## config.mk

```make
export PLATFORM = sky130hd
export DESIGN_NAME = vga_sprite_engine
export DESIGN_NICKNAME = d
export VERILOG_FILES = /design/src/rtl/vga_sprite_engine.sv
export SDC_FILE = /design/constraint.sdc
export NUM_CORES = 1
export LEC_CHECK = 0
export BUFFER_PORTS_ARGS = -buffer_cell sky130_fd_sc_hd__buf_2
export CAP_MARGIN = 20
export CORE_MARGIN = 2
export CORE_UTILIZATION = 52
export DETAILED_ROUTE_END_ITERATION = 10
export GPL_TIMING_DRIVEN = 0
export PLACE_DENSITY_LB_ADDON = 0.05
export SETUP_SLACK_MARGIN = 0.1
export SLEW_MARGIN = 20
export SYNTH_ARGS = -nofsm -noshare
export SYNTH_HDL_FRONTEND = slang
export SYNTH_SLANG_ARGS = --single-unit
```

## constraint.sdc

```tcl
create_clock -name clk_vga -period 3.7 [get_ports clk_vga]
set_input_delay 0.74 -clock clk_vga [delete_from_list [all_inputs] [get_ports clk_vga]]
set_output_delay 0.74 -clock clk_vga [all_outputs]
set_load 0.1 [all_outputs]
```

## src/rtl/vga_sprite_engine.sv

```systemverilog
`default_nettype none
// +----------------------------------------------------------------------+
// | Module   : vga_sprite_engine                                         |
// | Function : parametrised VGA timing generator with one ROM sprite     |
// | Revision : 1.0  initial release                                      |
// +----------------------------------------------------------------------+
module vga_sprite_engine #(
    parameter int          H_ACTIVE  = 640,
    parameter int          H_FP      = 16,
    parameter int          H_SYNC    = 96,
    parameter int          H_BP      = 48,
    parameter int          V_ACTIVE  = 480,
    parameter int          V_FP      = 10,
    parameter int          V_SYNC    = 2,
    parameter int          V_BP      = 33,
    parameter bit          SYNC_POL  = 1'b0,
    parameter int          SPR_W     = 100,
    parameter int          SPR_H     = 100,
    parameter int          AW        = 14,
    parameter int          RD_LAT    = 1,
    parameter logic [15:0] KEY_COLOR = 16'hF81F,
    parameter logic [11:0] BG_COLOR  = 12'hFCD,
    parameter int          X0        = 270,
    parameter int          Y0        = 380
) (
    input  logic          clk_vga,
    input  logic          rst,
    input  logic          pos_wr,
    input  logic [11:0]   pos_x,
    input  logic [11:0]   pos_y,
    output logic [AW-1:0] rom_addr,
    input  logic [15:0]   rom_data,
    output logic          hsync,
    output logic          vsync,
    output logic          de,
    output logic [3:0]    red,
    output logic [3:0]    green,
    output logic [3:0]    blue,
    output logic          frame_tick
);

    localparam int         C_H_TOTAL = H_ACTIVE + H_FP + H_SYNC + H_BP;
    localparam int         C_V_TOTAL = V_ACTIVE + V_FP + V_SYNC + V_BP;
    localparam int         C_PD      = RD_LAT + 1;
    localparam logic [3:0] C_CTL_RST = {~SYNC_POL, ~SYNC_POL, 2'b00};

    logic [11:0]          h_cnt_q, h_cnt_d, v_cnt_q, v_cnt_d;
    logic [11:0]          pend_x_q, pend_x_d, pend_y_q, pend_y_d;
    logic [11:0]          live_x_q, live_x_d, live_y_q, live_y_d;
    logic [AW-1:0]        row_base_q, row_base_d, rom_addr_q, rom_addr_d;
    logic [C_PD-1:0][3:0] ctl_q, ctl_d;
    logic                 hsync_q, hsync_d, vsync_q, vsync_d, de_q, de_d;
    logic                 frame_tick_q, frame_tick_d;
    logic [11:0]          rgb_q, rgb_d;

    logic [12:0] w_h, w_v, w_px, w_py;
    logic        w_eol, w_eof, w_active, w_col_in, w_row_in, w_inside;
    logic        w_hs_act, w_vs_act;
    logic [3:0]  w_ctl0, w_tap;

    always_comb begin
        w_h      = {1'b0, h_cnt_q};
        w_v      = {1'b0, v_cnt_q};
        w_px     = {1'b0, live_x_q};
        w_py     = {1'b0, live_y_q};
        w_eol    = (h_cnt_q == 12'(C_H_TOTAL - 1));
        w_eof    = w_eol && (v_cnt_q == 12'(C_V_TOTAL - 1));
        w_active = (w_h < 13'(H_ACTIVE)) && (w_v < 13'(V_ACTIVE));
        // 13-bit compares keep px+SPR_W from wrapping for positions near 4095
        w_col_in = (w_h >= w_px) && (w_h < w_px + 13'(SPR_W));
        w_row_in = (w_v >= w_py) && (w_v < w_py + 13'(SPR_H));
        w_inside = w_active && w_col_in && w_row_in;
        w_hs_act = (w_h >= 13'(H_ACTIVE + H_FP)) && (w_h < 13'(H_ACTIVE + H_FP + H_SYNC));
        w_vs_act = (w_v >= 13'(V_ACTIVE + V_FP)) && (w_v < 13'(V_ACTIVE + V_FP + V_SYNC));
        w_ctl0   = {w_hs_act ? SYNC_POL : ~SYNC_POL,
                    w_vs_act ? SYNC_POL : ~SYNC_POL,
                    w_active, w_inside};
        w_tap    = ctl_q[C_PD-1];
    end

    always_comb begin
        h_cnt_d    = h_cnt_q + 12'd1;
        v_cnt_d    = v_cnt_q;
        pend_x_d   = pend_x_q;
        pend_y_d   = pend_y_q;
        live_x_d   = live_x_q;
        live_y_d   = live_y_q;
        row_base_d = row_base_q;
        if (w_eol) begin
            h_cnt_d = 12'd0;
            v_cnt_d = w_eof ? 12'd0 : v_cnt_q + 12'd1;
        end
        if (pos_wr) begin
            pend_x_d = pos_x;
            pend_y_d = pos_y;
        end
        // Live position only moves at the last cycle of the frame; a write on
        // that very cycle is forwarded so it is not delayed a whole frame.
        if (w_eof) begin
            live_x_d   = pend_x_d;
            live_y_d   = pend_y_d;
            row_base_d = '0;
        end else if (w_eol && w_row_in) begin
            row_base_d = row_base_q + AW'(SPR_W);
        end
        rom_addr_d = w_inside ? row_base_q + AW'(w_h - w_px) : rom_addr_q;
    end

    always_comb begin
        ctl_d        = {ctl_q[C_PD-2:0], w_ctl0};
        hsync_d      = w_tap[3];
        vsync_d      = w_tap[2];
        de_d         = w_tap[1];
        frame_tick_d = w_eof;
        rgb_d        = BG_COLOR;
        // The tap stage lines up with rom_data for the same pixel.
        if (!w_tap[1]) begin
            rgb_d = 12'h000;
        end else if (w_tap[0] && (rom_data != KEY_COLOR)) begin
            rgb_d = {rom_data[15:12], rom_data[10:7], rom_data[4:1]};
        end
    end

    always_ff @(posedge clk_vga or posedge rst) begin
        if (rst) begin
            h_cnt_q      <= '0;
            v_cnt_q      <= '0;
            pend_x_q     <= 12'(X0);
            pend_y_q     <= 12'(Y0);
            live_x_q     <= 12'(X0);
            live_y_q     <= 12'(Y0);
            row_base_q   <= '0;
            rom_addr_q   <= '0;
            ctl_q        <= {C_PD{C_CTL_RST}};
            hsync_q      <= ~SYNC_POL;
            vsync_q      <= ~SYNC_POL;
            de_q         <= 1'b0;
            rgb_q        <= '0;
            frame_tick_q <= 1'b0;
        end else begin
            h_cnt_q      <= h_cnt_d;
            v_cnt_q      <= v_cnt_d;
            pend_x_q     <= pend_x_d;
            pend_y_q     <= pend_y_d;
            live_x_q     <= live_x_d;
            live_y_q     <= live_y_d;
            row_base_q   <= row_base_d;
            rom_addr_q   <= rom_addr_d;
            ctl_q        <= ctl_d;
            hsync_q      <= hsync_d;
            vsync_q      <= vsync_d;
            de_q         <= de_d;
            rgb_q        <= rgb_d;
            frame_tick_q <= frame_tick_d;
        end
    end

    assign rom_addr   = rom_addr_q;
    assign hsync      = hsync_q;
    assign vsync      = vsync_q;
    assign de         = de_q;
    assign red        = rgb_q[11:8];
    assign green      = rgb_q[7:4];
    assign blue       = rgb_q[3:0];
    assign frame_tick = frame_tick_q;

endmodule
`default_nettype wire
```

# == After elaboration in Yosys (flattened, before gate mapping) ==
# Index checks and enable logic that the tools add are counted.
# word_totals
elab_cells,56
out_inout_bits,30
register_bits,124
inputBits,43
# classes
n_reduce_logical,11
magnitude_cmp,10
muxes,10
n_eq_ne,3
n_addsub,7
# op_table
cell,n
12-bit two-way mux,6
14-bit two-way mux,2
"12-bit by 7-bit adder with 13-bit output, second input constant",2
12-bit by 13-bit less-than comparator with 1-bit output,2
"12-bit by 1-bit adder with 12-bit output, second input constant",2
"12-bit by 10-bit equality test with 1-bit output, second input constant",2
12-bit greater-or-equal comparator,2
"12-bit by 10-bit less-than comparator with 1-bit output, second input constant",2
"12-bit by 9-bit less-than comparator with 1-bit output, second input constant",2
"16-bit != test, second input constant",1
14-bit adder,1
"14-bit by 7-bit adder with 14-bit output, second input constant",1
12-bit by 12-bit subtractor with 13-bit output,1
"12-bit by 10-bit greater-or-equal comparator with 1-bit output, second input constant",1
"12-bit by 9-bit greater-or-equal comparator with 1-bit output, second input constant",1
1-bit logical AND,10
1-bit two-way mux,2
2-bit nonzero test,1

# == Logic depth before layout (Yosys ltp) ==
# Gate-level depths: netlist of run 1.
# logic_depth
depth_word,6
mapped_depth,17
ltp_nobuf,17

# == Worst setup path after synthesis of run 1 ==
# No wires, ideal clock.
# synth_path
path_type,register to register
start,register live_x_q[2]
end,register rom_addr_q[13] (netlist: rom_addr[13])
period_less_slack_ps,3360
path_buffers,0
stages_incl_launch_ff,18
path_slack_ps,340
arrival_time_ps,3234
setup_time_ps,126
cell_sequence,dfstp_2 -> inv_1 -> ha_1 -> o21ai_1 -> a21oi_2 -> o31ai_2 -> a21oi_1 -> o21ai_0 -> nor2b_1 -> xnor2_1 -> ha_1 -> a21oi_1 -> nor2_1 -> a211oi_1 -> o21ai_0 -> a21oi_1 -> xnor2_1 -> mux2_4
# synth_via
elab_chain_len,5
# synth_rtl
item,line_no,rtl
"start, declared",49,"logic [11:0] live_x_q, live_x_d, live_y_q, live_y_d;"
"start signal, assigned",130,live_x_q <= 12'(X0);
"start signal, assigned",145,live_x_q <= live_x_d;
12-bit by 7-bit adder with 13-bit output,70,w_col_in = (w_h >= w_px) && (w_h < w_px + 13'(SPR_W));
12-bit by 13-bit less-than comparator with 1-bit output,70,
1-bit logical AND,70,
1-bit logical AND (2 in series),72,w_inside = w_active && w_col_in && w_row_in;
"end signal, assigned",148,rom_addr_q <= rom_addr_d;
"end, declared",50,"logic [AW-1:0] row_base_q, row_base_d, rom_addr_q, rom_addr_d;"
# Parallel ways exist; a longest one is shown, timed or not.
# A chain may end at the register's enable or synchronous reset.

# == Worst setup path in the final report of run 1 ==
# layout_path
start,register live_y_q[4]
end,register rom_addr_q[11] (netlist: rom_addr[11])
# layout_via
elab_chain_len,4
# layout_rtl
item,line_no,rtl
"start, declared",49,
"start signal, assigned",131,live_y_q <= 12'(Y0);
"start signal, assigned",146,live_y_q <= live_y_d;
12-bit by 7-bit adder with 13-bit output,71,w_row_in = (w_v >= w_py) && (w_v < w_py + 13'(SPR_H));
12-bit by 13-bit less-than comparator with 1-bit output,71,
1-bit logical AND (*),71,
1-bit logical AND (*),72,
# Every way passes the cells marked *; elsewhere a longest branch is shown, timed or not.

==> impl_metrics.py, run 1 <==
metrics = {
    "worst_setup_path": {
        "path_class": "reg -> reg",
        "r2r-start": "live_y_q[4]",
        "r2r_end": "rom_addr[11]",
        "required_ns": 4.00,
        "critPathBufInv": 1,
        "worstPathMaxFanout": 5,
        "reg2reg_slack_ns": 0.25,
        "critPathArrivalTime_ns": 3.75,
        "start_kind": "flip-flop",
        "cp_cell_sequence": "nand3_1 -> and3_1 -> nor3_1 -> xnor2_1 -> ha_1 -> and3_1 -> a221o_1 -> o32ai_4 -> nand2_4 -> nor4_4 -> buf_4 -> mux2_2",
        "path_common_cell": "and3_1",
        "end_kind": "flip-flop",
        "slowest_stage": "dfstp_2",
        "cp_top_family": "simple AND/OR/NAND/NOR gates",
        "reg2regPathDepth": 12,
        "max_stage_delay_ns": 0.57,
    },
    "clock_network": {
        "clk_latency_ns": 0.42,
        "hold_buffers": 0,
        "cts-root-buf": "clkbuf_16",
        "cts_sinks": 122,
        "numCtsBuffers": 17,
        "path_clk_slew_ns": 0.05,
        "cts_tree": "built",
        "cts_buffer_depth": 2,
        "h-tree-depth": 4,
    },
    "cells_and_area": {
        "instances_no_fill": 969,
        "areaGrowthSynthToFinish_pct": 19.45,
        "antenna_cells": 0,
        "final_area_um2": 8421,
        "nets": 887,
        "multiInputGateArea_um2": 3847,
        "final_common_cell": "dfrtp_1",
        "seq_area_um2": 3085,
        "most-common-layout-cells": "dfrtp_1, buf_2, ha_1",
        "drive_gt1_share_pct": 26.48,
        "fill_cells": 1144,
    },
    "yosys": {
        "synth.ff_latch_count": 122,
        "synthArstFlopShare_pct": 100.0,
        "synth_cell_types": 68,
        "synth_xor_xnor_area_share_pct": 6.709,
        "synth_top_family_by_area": "simple AND/OR/NAND/NOR gates",
        "synth_warnings": 0,
        "synth_mux_area_share_pct": 6.993,
        "yosysTopAreaCell": "dfrtp_1",
        "synth.net_count": 788,
        "synthCells": 681,
        "syn_area_per_cell_um2": 10.35,
        "yosysTopAreaCellShare_pct": 34.08,
        "synthSimpleGateAreaFrac_pct": 15.25,
        "synth_fa_ha_area_share_pct": 11.47,
        "synthTopCellsByArea": "dfrtp_1, ha_1, dfstp_2",
        "synth_area_um2": 7049,
        "synth_edf_count": 0,
        "ys.flop_type": "dfrtp_1",
        "synth_compound_area_share_pct": 12.82,
        "yosysSeqAreaShare_pct": 43.77,
    },
    "sta": {
        "hold_violations": 0,
        "rsz0062_at_grt": "true",
        "maxSlewHeadroom_pct": 60.71,
        "setup_slack_ns": 0.2508,
        "setup_viol": 0,
        "fin_crit_ns": 3.449,
        "skew_ns": 0.01004,
        "fmax_mhz": 289.9,
        "post-route-period-util_pct": 93.22,
        "drv_slew": 0,
        "fin_tns_setup_ns": 0,
        "worst_pin_slew_ns": 0.5894,
    },
    "placed_design": {
        "place_area_um2": 7716,
        "dp_hpwl_um": 11700,
        "io_buffers": 71,
        "place.gp.congestion": 0.8476,
        "dp_slack_ns": -0.02033,
        "dp_cells": 932,
    },
    "power": {
        "p_per_area_nw_per_um2": 368.5,
        "leakage_uw": 0.003976,
        "ir_drop_mv": 0.2855,
    },
    "floorplan": {
        "rows": 42,
        "fp.dieW_um": 120.4,
        "coreArea_um2": 13240,
        "dieHeight_um": 120.4,
        "dieArea_um2": 14500,
        "initial_core_util_pct": 53.23,
        "io_pins": 73,
    },
    "routing": {
        "via_count": 5397,
        "drt-total-wl_um": 15720,
        "drt_iter0_markers": 284,
        "dr.pass1.iters": 5,
        "vias_per_cell": 5.570,
        "avgRoutedWirePerCell_um": 16.22,
        "ant_nets": 0,
        "route.detailed.drc": 0,
    },
    "grt": {
        "grt_pass1_wl_um": 26730,
        "antenna_found_initial": 0,
        "gr-usage-all-layers_pct": 23.47,
        "grt_overflow": 0,
        "grt_start_max_net_pins": 34,
        "grt_pass1_vias": 5559,
    },
    "status": {
        "status": "completed",
    },
    "min_path": {
        "hold_path.class": "in -> async",
    },
    "job": {
        "maxCapViolations": 0,
    },
}
where the power goes:
| part | switching [uW] | leakage (uW) | internal [uW] |
|---|---|---|---|
| Clock | 583 | 0.000286 | 1040 |
| Sequential | 6.69 | 0.00144 | 1370 |
| Combinational | 56.6 | 0.00225 | 51.0 |
metrics by stage:
| step | total power (uW) | util [%] | hold WS (ns) |
|---|---|---|---|
| floorplan | 1457 | - | 0.3312 |
| global placement | 1493 | 57.61 | 0.3376 |
| detailed placement | 1510 | 58.27 | 0.3379 |
| CTS | 3143 | 62.74 | 0.2260 |
| global route | 3212 | 63.59 | 0.2390 |
| finish | 3103 | 63.59 | 0.2399 |
per-layer routing:
| metal | share of wire (%) | wire, um | global-route usage, % | vias to the layer above |
|---|---|---|---|---|
| met3 | 4.5 | 705 | 5.849 | 24 |
| met5 | 0 | 0 | 0 | - |
| met4 | 1.8 | 281 | 7.413 | 0 |
| li1 | - | - | - | 2623 |
| met1 | 43 | 6814 | 29.35 | 2630 |
| met2 | 50 | 7914 | 39.97 | 120 |
cell usage after synthesis (5+ instances only):
cell       n
nor3_1    14
or3_1      5
clkbuf_1   7
a211oi_1  11
a21o_1    11
dfstp_2   26
ha_1      63
and3_1     8
nand2_1   60
nand2b_1   8
mux2_2    30
nand3_1   19
nor2_1    55
xor2_1    20
xnor2_1   34
a21oi_1   27
o21ai_0   45
mux2_4     9
dfrtp_1   96
inv_1     38
o21a_1     5
nand4_1   12
how the worst max path moves through the flow:
stage | slack (ns) | to | cells after the start | startpoint
2_1_floorplan | 0.34 | rom_addr[13] | 17 | live_x_q[2]
3_3_place_gp | 0.007 | rom_addr[13] | 17 | live_x_q[2]
3_5_place_dp | -0.02 | rom_addr[13] | 17 | live_x_q[2]
4_1_cts | 0.09 | rom_addr[13] | 17 | live_x_q[2]
5_1_grt | 0.05 | rom_addr[11] | 14 | live_x_q[1]
6_report | 0.25 | rom_addr[11] | 12 | live_y_q[4]
cell type report:
cell class | count | area share (%)
Sequential cell | 122 | 36.64
Inverter | 39 | 1.783
Timing Repair Buffer | 80 | 5.706
Buffer | 12 | 0.7281
Clock buffer | 23 | 5.676
Tap cell | 176 | 2.615
Multi-Input combinational cell | 508 | 45.69
Clock inverter | 9 | 1.159
state kept, by name (all words and copies together), names as in the netlist, 4 cells and up:
name,flops
live_y_q,12
h_cnt_q,12
pend_y_q,12
w_tap,4
live_x_q,12
v_cnt_q,12
rom_addr,14
pend_x_q,12
rgb_q,12
row_base_q,12
ctl_d,4
cells by family (layout without fill, tap and decap cells):
family,after synthesis,after routing
compound gates,135,135
fa+ha+maj,64,64
xor+xnor,54,54
other cells,1,1
mux,41,41
flops,122,122
buf+inv,51,163
simple gates,213,213
timing repair:
action,in CTS,in global routing
buffers inserted,0,5
pin swaps,1,8
gates resized for setup,4,21
endpoints found under the setup margin,11,13
Note: power is estimated with default switching activity, not from simulation.
==> run 2: changes to the inputs <==
--- a/config.mk
+++ b/config.mk
@@ -11,6 +11,7 @@
 export CORE_UTILIZATION = 52
 export DETAILED_ROUTE_END_ITERATION = 10
 export GPL_TIMING_DRIVEN = 0
+export MAX_ROUTING_LAYER = met4
 export PLACE_DENSITY_LB_ADDON = 0.05
 export SETUP_SLACK_MARGIN = 0.1
 export SLEW_MARGIN = 20
==> run 2 against run 1 <==
Sequential power hardly changed. Non-clock buffer count unchanged. Sequential cell count stayed put. Hold slack improved by 0.0025 ns. Routed wire length increased by 0.18%. Die area unchanged. Sequential share of layout area did not move. Cell count is the same. Fmax is 0.22% higher. Clock skew decreased by 0.0010 ns. Worst setup slack gained 0.0074 ns.
==> impl_metrics.py, run 2 (synthesis results as in run 1) <==
metrics = {
    "status": {
        "status": "completed",
    },
    "power": {
        "p_per_area_nw_per_um2": 368.4,
        "power_uw": 3102,
        "ir_drop_mv": 0.2847,
        "leakage_uw": 0.003976,
    },
    "clock_network": {
        "h-tree-depth": 4,
        "cts-root-buf": "clkbuf_16",
        "cts_tree": "built",
        "path_clk_slew_ns": 0.05,
        "cts_sinks": 122,
        "cts_buffer_depth": 2,
        "clk_latency_ns": 0.42,
        "numCtsBuffers": 17,
        "hold_buffers": 0,
    },
    "sta": {
        "drv_slew": 0,
        "fin_crit_ns": 3.442,
        "setup_slack_ns": 0.2582,
        "skew_ns": 0.009026,
        "maxSlewHeadroom_pct": 61.68,
        "fmax_mhz": 290.5,
        "post-route-period-util_pct": 93.02,
        "setup_viol": 0,
        "rsz0062_at_grt": "true",
        "fin_tns_setup_ns": 0,
        "whs_ns": 0.2424,
        "worst_pin_slew_ns": 0.5704,
        "hold_violations": 0,
    },
    "grt": {
        "gr-usage-all-layers_pct": 24.13,
        "grt_overflow": 0,
        "antenna_found_initial": 0,
        "grt_pass1_wl_um": 26760,
        "grt_pass1_vias": 5552,
        "grt_start_max_net_pins": 34,
    },
    "placed_design": {
        "dp_slack_ns": -0.02033,
        "dp_hpwl_um": 11700,
        "io_buffers": 71,
        "place.gp.congestion": 0.8609,
    },
    "worst_setup_path": {
        "cp_cell_sequence": "nand3_1 -> and3_1 -> nor3_1 -> xnor2_1 -> ha_1 -> and3_1 -> a221o_1 -> o32ai_4 -> nand2_4 -> nor4_4 -> buf_4 -> mux2_2",
        "reg2regPathDepth": 12,
        "r2r-start": "live_y_q[4]",
        "path_common_cell": "and3_1",
        "start_kind": "flip-flop",
        "reg2reg_slack_ns": 0.26,
        "max_stage_delay_ns": 0.57,
        "critPathArrivalTime_ns": 3.74,
        "end_kind": "flip-flop",
        "required_ns": 3.99,
        "worstPathMaxFanout": 5,
        "slowest_stage": "dfstp_2",
        "path_class": "reg -> reg",
        "r2r_end": "rom_addr[11]",
    },
    "cells_and_area": {
        "areaGrowthSynthToFinish_pct": 19.45,
        "largest_register_ffs": 14,
        "drive_gt1_share_pct": 26.48,
        "final_util_pct": 63.59,
        "final_common_cell": "dfrtp_1",
        "most-common-layout-cells": "dfrtp_1, buf_2, ha_1",
        "antenna_cells": 0,
        "nets": 887,
    },
    "routing": {
        "via_count": 5350,
        "dr.pass1.iters": 4,
        "drt-total-wl_um": 15740,
        "drt_iter0_markers": 322,
        "avgRoutedWirePerCell_um": 16.25,
        "route.detailed.drc": 0,
        "vias_per_cell": 5.521,
        "ant_nets": 0,
    },
    "floorplan": {
        "initial_core_util_pct": 53.23,
        "fp.dieW_um": 120.4,
        "dieArea_um2": 14500,
        "dieHeight_um": 120.4,
        "coreArea_um2": 13240,
        "rows": 42,
        "io_pins": 73,
    },
    "min_path": {
        "hold_path.class": "in -> async",
    },
    "job": {
        "maxCapViolations": 0,
    },
}
## run 2: cell counts in the layout (fill, tap and decap cells not counted)
Identical to the previous run, type by type.
## run 2: where the power goes
group          switching [uW]  internal, uW  total, uW
logic                    56.9          51.0        108
clock network             581          1040       1620
registers                6.86          1370       1380
total                     645          2460       3100
## run 2: layer usage
| metal | track usage (%) | vias to the layer above | wire, um |
|---|---|---|---|
| met5 | - | - | 0 |
| met4 | 7.413 | 0 | 216 |
| met3 | 5.802 | 18 | 648 |
| met2 | 39.90 | 84 | 7937 |
| met1 | 29.44 | 2629 | 6940 |
| li1 | - | 2619 | - |
## run 2: how the worst max path moves through the flow
stage / start / end / slack (ns) / depth (start not counted)
after detailed placement: live_x_q[2] / rom_addr[13] / -0.02 / 17
final: live_y_q[4] / rom_addr[11] / 0.26 / 12
after global routing: live_x_q[1] / rom_addr[11] / 0.05 / 14
after global placement: live_x_q[2] / rom_addr[13] / 0.007 / 17
after CTS: live_x_q[2] / rom_addr[13] / 0.09 / 17
after floorplan: live_x_q[2] / rom_addr[13] / 0.34 / 17
## run 2: critical path, delay by kind of cell, from the launching register on
kind                       cells  cell delay [ns]
and+or+nand+nor                6             1.17
DFF                            1             0.57
AOI/OAI and AO/OA              2             0.58
buffers and inverters          1             0.20
xor gates and xnor gates       1             0.19
muxes                          1             0.33
adders and majority gates      1             0.28
## run 2: per-stage QoR
step	std cells	area, um^2
finish	969	8421
floorplan	681	7053
detailed placement	932	7716
CTS	964	8308
global placement	928	7629
global route	969	8421
## run 2: area by class of cell
type,count,area [um^2]
Fill cell,1144,4822
Inverter,39,150.1
Multi-Input combinational cell,508,3847
Timing Repair Buffer,80,480.5
Clock inverter,9,97.59
Clock buffer,23,478.0
Sequential cell,122,3085
Buffer,12,61.31
Tap cell,176,220.2
## run 2: repair_timing
item / in CTS / in global routing
endpoints found under the setup margin: 11 / 13
buffers inserted: 0 / 5
pin swaps: 1 / 8
resized for setup: 4 / 21
==> run 3: changes to the inputs <==
==> constraint.sdc (replaced) <==
create_clock -name clk_vga -period 3.9 [get_ports clk_vga]
set_input_delay 0.78 -clock clk_vga [delete_from_list [all_inputs] [get_ports clk_vga]]
set_output_delay 0.78 -clock clk_vga [all_outputs]
set_load 0.1 [all_outputs]
==> run 3 against run 2 <==
Global-route usage hardly changed. Sequential power down 5%. First-iteration DRC count fell by 10%. Worst setup slack gained 0.011 ns. Routed wire length down 0.99%. Design area is 1.0% lower. Highest routed layer unchanged. Sequential cell count is the same. Non-clock buffer count fell by 5. Largest power group unchanged.
==> impl_metrics.py, run 3 (synthesis results as in run 1) <==
metrics = {
    "routing": {
        "avgRoutedWirePerCell_um": 16.17,
        "drt_iter0_markers": 289,
        "via_count": 5371,
        "ant_nets": 0,
        "drt-total-wl_um": 15590,
        "dr.pass1.iters": 5,
        "vias_per_cell": 5.572,
        "route.detailed.drc": 0,
    },
    "placed_design": {
        "io_buffers": 71,
        "place.gp.congestion": 0.8609,
        "dp_hpwl_um": 11700,
    },
    "sta": {
        "hold_violations": 0,
        "drv_slew": 0,
        "worst_pin_slew_ns": 0.5791,
        "setup_viol": 0,
        "rsz0062_at_grt": "true",
        "fin_crit_ns": 3.631,
        "post-route-period-util_pct": 93.11,
        "fmax_mhz": 275.4,
        "maxSlewHeadroom_pct": 61.39,
        "skew_ns": 0.01431,
        "fin_tns_setup_ns": 0,
        "whs_ns": 0.2785,
    },
    "clock_network": {
        "path_clk_slew_ns": 0.05,
        "clk_latency_ns": 0.43,
        "cts_buffer_depth": 2,
        "postCtsSetupBuffers": 0,
        "hold_buffers": 0,
        "cts_tree": "built",
        "cts-root-buf": "clkbuf_16",
        "cts_resized": 0,
        "numCtsBuffers": 17,
        "h-tree-depth": 4,
        "cts_sinks": 122,
    },
    "floorplan": {
        "coreArea_um2": 13240,
        "dieHeight_um": 120.4,
        "dieArea_um2": 14500,
        "rows": 42,
        "io_pins": 73,
        "fp.dieW_um": 120.4,
        "initial_core_util_pct": 53.23,
    },
    "status": {
        "status": "completed",
    },
    "min_path": {
        "hold_path.class": "in -> async",
    },
    "worst_setup_path": {
        "required_ns": 4.20,
        "critPathBufInv": 1,
        "cp_cell_sequence": "nand3_1 -> and3_1 -> nor3_1 -> xnor2_1 -> ha_1 -> and3_1 -> a221o_1 -> o32ai_4 -> nand2_4 -> nor4_4 -> buf_8 -> mux2_4",
        "critPathArrivalTime_ns": 3.93,
        "path_common_cell": "and3_1",
        "r2r_end": "rom_addr[6]",
        "max_stage_delay_ns": 0.57,
        "end_kind": "flip-flop",
        "reg2reg_slack_ns": 0.27,
        "start_kind": "flip-flop",
        "path_class": "reg -> reg",
        "cp-startpoint": "live_y_q[4]",
        "slowest_stage": "dfstp_2",
        "cp_top_family": "simple AND/OR/NAND/NOR gates",
        "reg2regPathDepth": 12,
        "crit_cells": 12,
        "r2r-start": "live_y_q[4]",
        "worstPathMaxFanout": 10,
        "endpoint": "rom_addr[6]",
    },
    "power": {
        "ir_drop_mv": 0.2710,
        "p_per_area_nw_per_um2": 353.2,
        "leakage_uw": 0.003945,
    },
    "grt": {
        "grt_pass1_vias": 5535,
        "grt_start_max_net_pins": 34,
        "grt_overflow": 0,
        "grt_pass1_wl_um": 26760,
        "gr-usage-all-layers_pct": 24.14,
        "antenna_found_initial": 0,
    },
    "cells_and_area": {
        "nets": 882,
        "antenna_cells": 0,
        "final_common_cell": "dfrtp_1",
        "most-common-layout-cells": "dfrtp_1, buf_2, ha_1",
        "largest_register_ffs": 14,
        "drive_gt1_share_pct": 25.13,
        "areaGrowthSynthToFinish_pct": 18.26,
    },
    "job": {
        "maxCapViolations": 0,
    },
}
[run 3: changes by cell type in the layout (fill, tap and decap cells not counted), moves of 2 or more]
| cell | before | now |
|---|---|---|
| a21oi_1 | 23 | 25 |
| a211oi_1 | 6 | 9 |
| buf_4 | 5 | 0 |
| a211oi_2 | 5 | 2 |
| o21ai_0 | 39 | 43 |
| o21ai_1 | 7 | 4 |
[run 3: metrics by stage]
stage	utilization [%]	cell area, um^2	power (uW)	cells	worst slack [ns]
after floorplan	-	7053	1382	681	0.5395
after global placement	57.61	7629	1416	928	0.2071
after detailed placement	58.27	7716	1432	932	0.1797
after CTS	62.61	8292	2982	964	0.1325
after global routing	62.95	8337	3047	964	0.09948
final	62.95	8337	2945	964	0.2687
[run 3: metal layers]
layer / track usage, % / vias to the layer above / wire length [um]
li1: - / 2614 / -
met1: 29.47 / 2621 / 6860
met2: 39.90 / 103 / 7760
met3: 5.802 / 33 / 649
met4: 7.413 / 0 / 317
met5: - / - / 0
[run 3: how the worst min path moves through the flow]
stage,startpoint,end,slack (ns),depth (start not counted)
floorplan,ctl_d[4],w_tap[0],0.33,0
global placement,ctl_d[4],w_tap[0],0.34,0
detailed placement,ctl_d[5],w_tap[1],0.34,0
CTS,rst,row_base_q[12],0.27,2
global route,rst,row_base_q[13],0.28,2
finish,rst,row_base_q[11],0.28,2
[run 3: layout make-up]
cell class,instances,area (um^2)
well taps,176,220.2
multi-input cells,508,3801
plain buffers,12,61.31
clock buffers,23,478.0
clock inverters,9,97.59
repair buffers,75,442.9
inverters,39,150.1
flip-flops and latches,122,3085
fillers,1154,4906
[run 3: power breakdown]
| part | internal, uW | switching [uW] |
|---|---|---|
| logic | 48.4 | 53.6 |
| clock network | 982 | 554 |
| registers | 1300 | 6.36 |
| total | 2330 | 614 |
[run 3: worst register-to-register path, delay by kind of cell (launching register included)]
kind | cells | cell delay (ns)
fa+ha+maj | 1 | 0.28
buf+inv | 1 | 0.22
mux | 1 | 0.31
flops | 1 | 0.57
simple gates | 6 | 1.35
compound gates | 2 | 0.58
xor+xnor | 1 | 0.19
